<file path="src/rtl/reg_load_sequencer.sv">
// Bus-side writer for a load-strobed register: FIFO-buffered bytes presented on DOUT with
// setup/hold windows around a single-cycle active-low LOADn, plus on-demand clear pulses.
module reg_load_sequencer #(
   parameter int unsigned DEPTH     = 4,
   parameter int unsigned SETUP_CYC = 1,
   parameter int unsigned HOLD_CYC  = 1
) (
   input  logic                     CLK,
   input  logic                     RESET,
   input  logic [7:0]               WR_DATA,
   input  logic                     WR_VALID,
   output logic                     WR_READY,
   input  logic                     CLR_REQ,
   output logic [7:0]               DOUT,
   output logic                     LOADn,
   output logic                     CLR,
   output logic                     BUSY,
   output logic [$clog2(DEPTH):0]   LEVEL
);

   localparam int unsigned PW = $clog2(DEPTH);
   localparam int unsigned LW = PW + 1;
   localparam logic [LW-1:0] DepthL = LW'(DEPTH);
   localparam int unsigned SetupLastI = (SETUP_CYC > 0) ? SETUP_CYC - 1 : 0;
   localparam int unsigned HoldLastI  = (HOLD_CYC > 0) ? HOLD_CYC - 1 : 0;
   localparam logic [2:0] SetupLast = SetupLastI[2:0];
   localparam logic [2:0] HoldLast  = HoldLastI[2:0];

   typedef enum logic [2:0] {StIdle, StClear, StSetup, StStrobe, StHold} state_e;

   state_e          state_q, state_d;
   logic [2:0]      cnt_q, cnt_d;
   logic [7:0]      mem_q [DEPTH];
   logic [7:0]      mem_d [DEPTH];
   logic [PW-1:0]   wr_ptr_q, wr_ptr_d;
   logic [PW-1:0]   rd_ptr_q, rd_ptr_d;
   logic [LW-1:0]   level_q, level_d;
   logic            clr_pend_q, clr_pend_d;
   logic [7:0]      dout_q, dout_d;
   logic            loadn_q, loadn_d;
   logic            clr_q, clr_d;
   logic            push, pop, clr_enter;

   // Readiness depends only on registered occupancy, never on WR_VALID.
   assign WR_READY = (level_q != DepthL);
   assign push     = WR_VALID & WR_READY;

   always_comb begin
      state_d   = state_q;
      cnt_d     = cnt_q;
      pop       = 1'b0;
      clr_enter = 1'b0;
      case (state_q)
         StIdle: begin
            if (clr_pend_q) begin
               clr_enter = 1'b1;
               state_d   = StClear;
            end else if (level_q != '0) begin
               pop     = 1'b1;
               cnt_d   = '0;
               state_d = (SETUP_CYC == 0) ? StStrobe : StSetup;
            end
         end
         StClear: state_d = StIdle;
         StSetup: begin
            if (cnt_q == SetupLast) state_d = StStrobe;
            else                    cnt_d   = cnt_q + 3'd1;
         end
         StStrobe: begin
            cnt_d   = '0;
            state_d = (HOLD_CYC == 0) ? StIdle : StHold;
         end
         StHold: begin
            if (cnt_q == HoldLast) state_d = StIdle;
            else                   cnt_d   = cnt_q + 3'd1;
         end
         default: state_d = StIdle;
      endcase
   end

   always_comb begin
      mem_d    = mem_q;
      wr_ptr_d = wr_ptr_q;
      rd_ptr_d = rd_ptr_q;
      level_d  = level_q;
      dout_d   = dout_q;
      if (push) begin
         mem_d[wr_ptr_q] = WR_DATA;
         wr_ptr_d        = wr_ptr_q + 1'b1;
      end
      if (pop) begin
         dout_d   = mem_q[rd_ptr_q];
         rd_ptr_d = rd_ptr_q + 1'b1;
      end
      if (push && !pop)      level_d = level_q + 1'b1;
      else if (pop && !push) level_d = level_q - 1'b1;
      // A request landing on the service edge is kept for a later pulse.
      clr_pend_d = CLR_REQ | (clr_pend_q & ~clr_enter);
      loadn_d    = (state_d != StStrobe);
      clr_d      = (state_d == StClear);
   end

   always_ff @(posedge CLK) begin
      if (RESET) begin
         state_q    <= StIdle;
         cnt_q      <= '0;
         wr_ptr_q   <= '0;
         rd_ptr_q   <= '0;
         level_q    <= '0;
         clr_pend_q <= 1'b0;
         dout_q     <= 8'h00;
         loadn_q    <= 1'b1;
         clr_q      <= 1'b0;
      end else begin
         state_q    <= state_d;
         cnt_q      <= cnt_d;
         wr_ptr_q   <= wr_ptr_d;
         rd_ptr_q   <= rd_ptr_d;
         level_q    <= level_d;
         clr_pend_q <= clr_pend_d;
         dout_q     <= dout_d;
         loadn_q    <= loadn_d;
         clr_q      <= clr_d;
      end
   end

   always_ff @(posedge CLK) begin
      mem_q <= mem_d;
   end

   assign DOUT  = dout_q;
   assign LOADn = loadn_q;
   assign CLR   = clr_q;
   assign LEVEL = level_q;
   assign BUSY  = (level_q != '0) | clr_pend_q | (state_q != StIdle);

endmodule
</file>
<file path="config.mk">
export PLATFORM = sky130hd
export DESIGN_NAME = reg_load_sequencer
export DESIGN_NICKNAME = d
export VERILOG_FILES = /design/src/rtl/reg_load_sequencer.sv
export SDC_FILE = /design/constraint.sdc
export NUM_CORES = 1
export LEC_CHECK = 0
export ABC_AREA = 1
export BUFFER_PORTS_ARGS = -buffer_cell sky130_fd_sc_hd__buf_4
export CORE_MARGIN = 5
export CORE_UTILIZATION = 52
export CTS_CLUSTER_DIAMETER = 150
export DETAILED_ROUTE_END_ITERATION = 16
export PLACE_DENSITY = 0.73
export SLEW_MARGIN = 20
export SYNTH_ARGS = -nofsm -noshare
export SYNTH_HDL_FRONTEND = slang
export SYNTH_SLANG_ARGS = --single-unit
</file>
<file path="constraint.sdc">
create_clock -name CLK -period 1.84 [get_ports CLK]
set_input_delay 0.276 -clock CLK [delete_from_list [all_inputs] [get_ports CLK]]
set_output_delay 0.276 -clock CLK [all_outputs]
set_load 0.005 [all_outputs]
</file>
==> qor.tcl <==
set qor(outcome) {completed}
set qor(synth-warning-count) 0
set qor(cp_max_fo) 4
set qor(maxCapViolCount) 0
set qor(timing.final.crit_share) 0.952
set qor(nNetsFinal) 289
set qor(synth.area.top_cells) {edfxtp_1, dfxtp_1, nor2_1}
set qor(gr-usage-all-layers) 0.145
set qor(r2r_path_start) {state_q[0]$_SDFF_PP0_}
set qor(via_count_of_the_first_global_routing_pass) 1462
set qor(p_int_mw) 2.69
set qor(critical_path.startpoint_type) {flop}
set qor(worst-endpoint-required_ns) 2.04
set qor(num_vias) 1653
set qor(route.antenna.remaining_nets) 0
set qor(cell_area_reported_after_detailed_placement_um2) 2730
set qor(core-area_um2) 4440
set qor(num_antenna_cells) 0
set qor(sw_frac_of_total) 0.376
set qor(path_clk_slew_ns) 0.09
set qor(hold_violations) 0
set qor(synthesis.nets) 250
set qor(worst_hold_path_type) {in2reg}
set qor(h-tree-depth) 2
set qor(finalMaxSlewViolations) 0
set qor(final_cells) 322
set qor(final_area_um2) 2880
set qor(post_synth_num_cell_types) 28
set qor(timing.critical_path.arrival_ns) 1.95
set qor(antenna_found_initial) 0
set qor(setup_failing_eps_final) 0
set qor(sequentialPowerShare) 0.408
set qor(syn2layout_area_growth_pct) 18.5
set qor(synth_enable_flop_cells) 32
set qor(finalPower_mw) 4.32
set qor(comb_power_share) 0.441
set qor(clock_power_share) 0.151
set qor(detail_route.vias_per_cell) 5.13
set qor(drt_iter0_drcs) 62
set qor(cts.sink_count) 56
set qor(overflow_after_grt) 0
set qor(grt_first_pass_wirelength_um) 6770
set qor(crit_type) {reg2reg}
set qor(cts_tree) {done}
set qor(wire_per_inst_um) 13.4
set qor(clock_insertion_delay_at_the_later_pin_of_the_skew_report_ns) 0.31
set qor(synth_top_cell_area_share) 0.395
set qor(die_height_um) 78.4
set qor(max_clock_freq_mhz) 571
set qor(die_x_um) 78.4
set qor(synth_largest_area_cell) {edfxtp_1}
set qor(cts-root-buf) {clkbuf_8}
set qor(pin_count_of_the_biggest_net_entering_global_routing) 19
set qor(ys_ff_latch) 56
set qor(synthTopCellsByCount) {nor2_1, edfxtp_1, dfxtp_1}
set qor(place_hpwl_um) 2980
set qor(finish.utilization) 0.648
set qor(numCtsBuffers) 5
set qor(cp-endpoint) {LEVEL[1]$_SDFFE_PP0P_}
set qor(finalWirelength_um) 4300
set qor(synthMostInstantiatedCell) {nor2_1}
set qor(netSwitchingPower_mw) 1.62
set qor(place.gp.congestion) 0.819
set qor(fin_skew_ns) 0.00517
set qor(initial_util) 0.547
set qor(detailedRoute.firstPassIterationCount) 4
set qor(synthesis.instances) 230
set qor(port-buffer-count) 26
set qor(post-route-min-period_ns) 1.75
set qor(timing.setup.tns_ns) 0
set qor(final_layout_size_suffix_gt1_frac) 0.311
set qor(placedCellCount) 313
set qor(power.density_nw_per_um2) 1500
set qor(cp_startpoint) {state_q[0]$_SDFF_PP0_}
set qor(leakagePower_nw) 1.20
set qor(synthArstFlopShare) 0
set qor(top_level_ports) 27
set qor(synth_flop_cell) {edfxtp_1}
set qor(post_synth.cell_area_avg_um2) 10.6
set qor(vdd_drop_max_mv) 0.751
set qor(synth-seq-area-share) 0.593
set qor(placement_rows) 24
set qor(r2r.worst_path.cells) 9
set qor(r2r_setup_slack_ns) 0.09
set qor(synth_area_um2) 2430
set qor(cts-root-to-sink-buffers) 2
set qor(remaining_design_rule_violation_count) 0
set qor(worst_r2r_endpoint) {LEVEL[1]$_SDFFE_PP0P_}
set qor(relative_slew_slack) 0.677
set qor(critPathCaptureType) {flop}
set qor(timing_worst_slew_pin_value_ns) 0.484
set qor(n_fill_cell) 343
set qor(floorplan.die_area_um2) 6140
-- layout make-up --
type / instances / area (um^2) / area share
sequential: 56 / 1450 / 0.502
clock inverter: 2 / 16.3 / 0.00565
timing repair buffer: 39 / 293 / 0.102
clock buffer: 6 / 72.6 / 0.0252
tap: 52 / 65.1 / 0.0226
multi-input combinational: 144 / 901 / 0.313
inverter: 23 / 86.3 / 0.0300
-- worst max-delay path, cell delays in order, from the launching register on --
cell and delay (ns):
dfxtp_2 0.35, inv_2 0.09, nand2_4 0.07, nor2_4 0.12, nand3_4 0.10, ha_4 0.17
inv_2 0.09, fa_2 0.44, o21ai_0 0.16, nor2_1 0.06
-- layer usage --
metal  vias to the layer above  GRT usage  routed length, um
li1                        850          -                  -
met1                       761      0.190               1940
met2                        34      0.229               2060
met3                         8     0.0423                234
met4                         0     0.0542                 73
met5                         -          0                  0
-- what timing repair did --
item                       CTS  global route
setup buffers                0             1
setup endpoints to repair    1             1
pin swaps                    0             6
resized for setup            1            15
hold buffers                 0             0
-- worst min-delay path by stage --
| stage | from | end | slack, ns | cells after the start |
|---|---|---|---|---|
| 2_1_floorplan | WR_DATA[0] | mem_q[0]$_DFFE_PP_ | 0.37 | 0 |
| 3_3_place_gp | clr_pend_q$_SDFF_PP0_ | clr_pend_q$_SDFF_PP0_ | 0.47 | 2 |
| 3_5_place_dp | WR_DATA[0] | mem_q[24]$_DFFE_PP_ | 0.48 | 1 |
| 4_1_cts | WR_DATA[0] | mem_q[0]$_DFFE_PP_ | 0.15 | 1 |
| 5_1_grt | WR_DATA[2] | mem_q[18]$_DFFE_PP_ | 0.15 | 1 |
| 6_report | WR_DATA[0] | mem_q[0]$_DFFE_PP_ | 0.16 | 1 |
-- cells in the final DEF (no fill, tap or decap), drive strengths merged --
master	Yosys	layout
inv	23	23
nand4	4	4
clkinv	0	1
nor2	53	53
nor3	2	2
a21oi	10	10
clkbuf	0	6
o22ai	1	1
nand2	22	22
xnor2	1	1
ha	7	7
nand3	12	12
clkinvlp	0	1
o21ai	23	23
edfxtp	32	32
dfxtp	24	24
buf	7	39
o211a	8	8
fa	1	1
-- kinds of logic after synthesis --
kind of cell               after synthesis  synth area share
DFF                                     56             0.593
AOI/OAI and AO/OA                       42             0.107
and+or+nand+nor                         93             0.196
xor gates and xnor gates                 1           0.00361
adders and majority gates                8            0.0443
buffers and inverters                   30            0.0566
-- flip-flops by register name, indices dropped and copies added, names as in the netlist --
signal,flops
CLR,1
DOUT,8
LEVEL,3
LOADn,1
clr_pend_q,1
cnt_q,3
mem_q,32
rd_ptr_q,2
state_q,3
wr_ptr_q,2
-- metrics by stage --
stage | setup WS, ns | hold WS (ns)
finish | 0.0891 | 0.164
global route | -0.0209 | 0.145
CTS | 0.0156 | 0.148
detailed placement | 0.00101 | 0.479
global placement | 0.0754 | 0.469
floorplan | 0.0319 | 0.375
-- power groups by stage --
stage / clock network (mW) / registers, mW / logic (mW)
5_1_grt: 0.730 / 1.79 / 2.12
2_1_floorplan: 0 / 1.76 / 1.22
6_report: 0.651 / 1.76 / 1.90
3_3_place_gp: 0 / 1.77 / 1.73
4_1_cts: 0.675 / 1.75 / 1.78
3_5_place_dp: 0 / 1.78 / 1.77
Power figures use the tool's default switching activity.
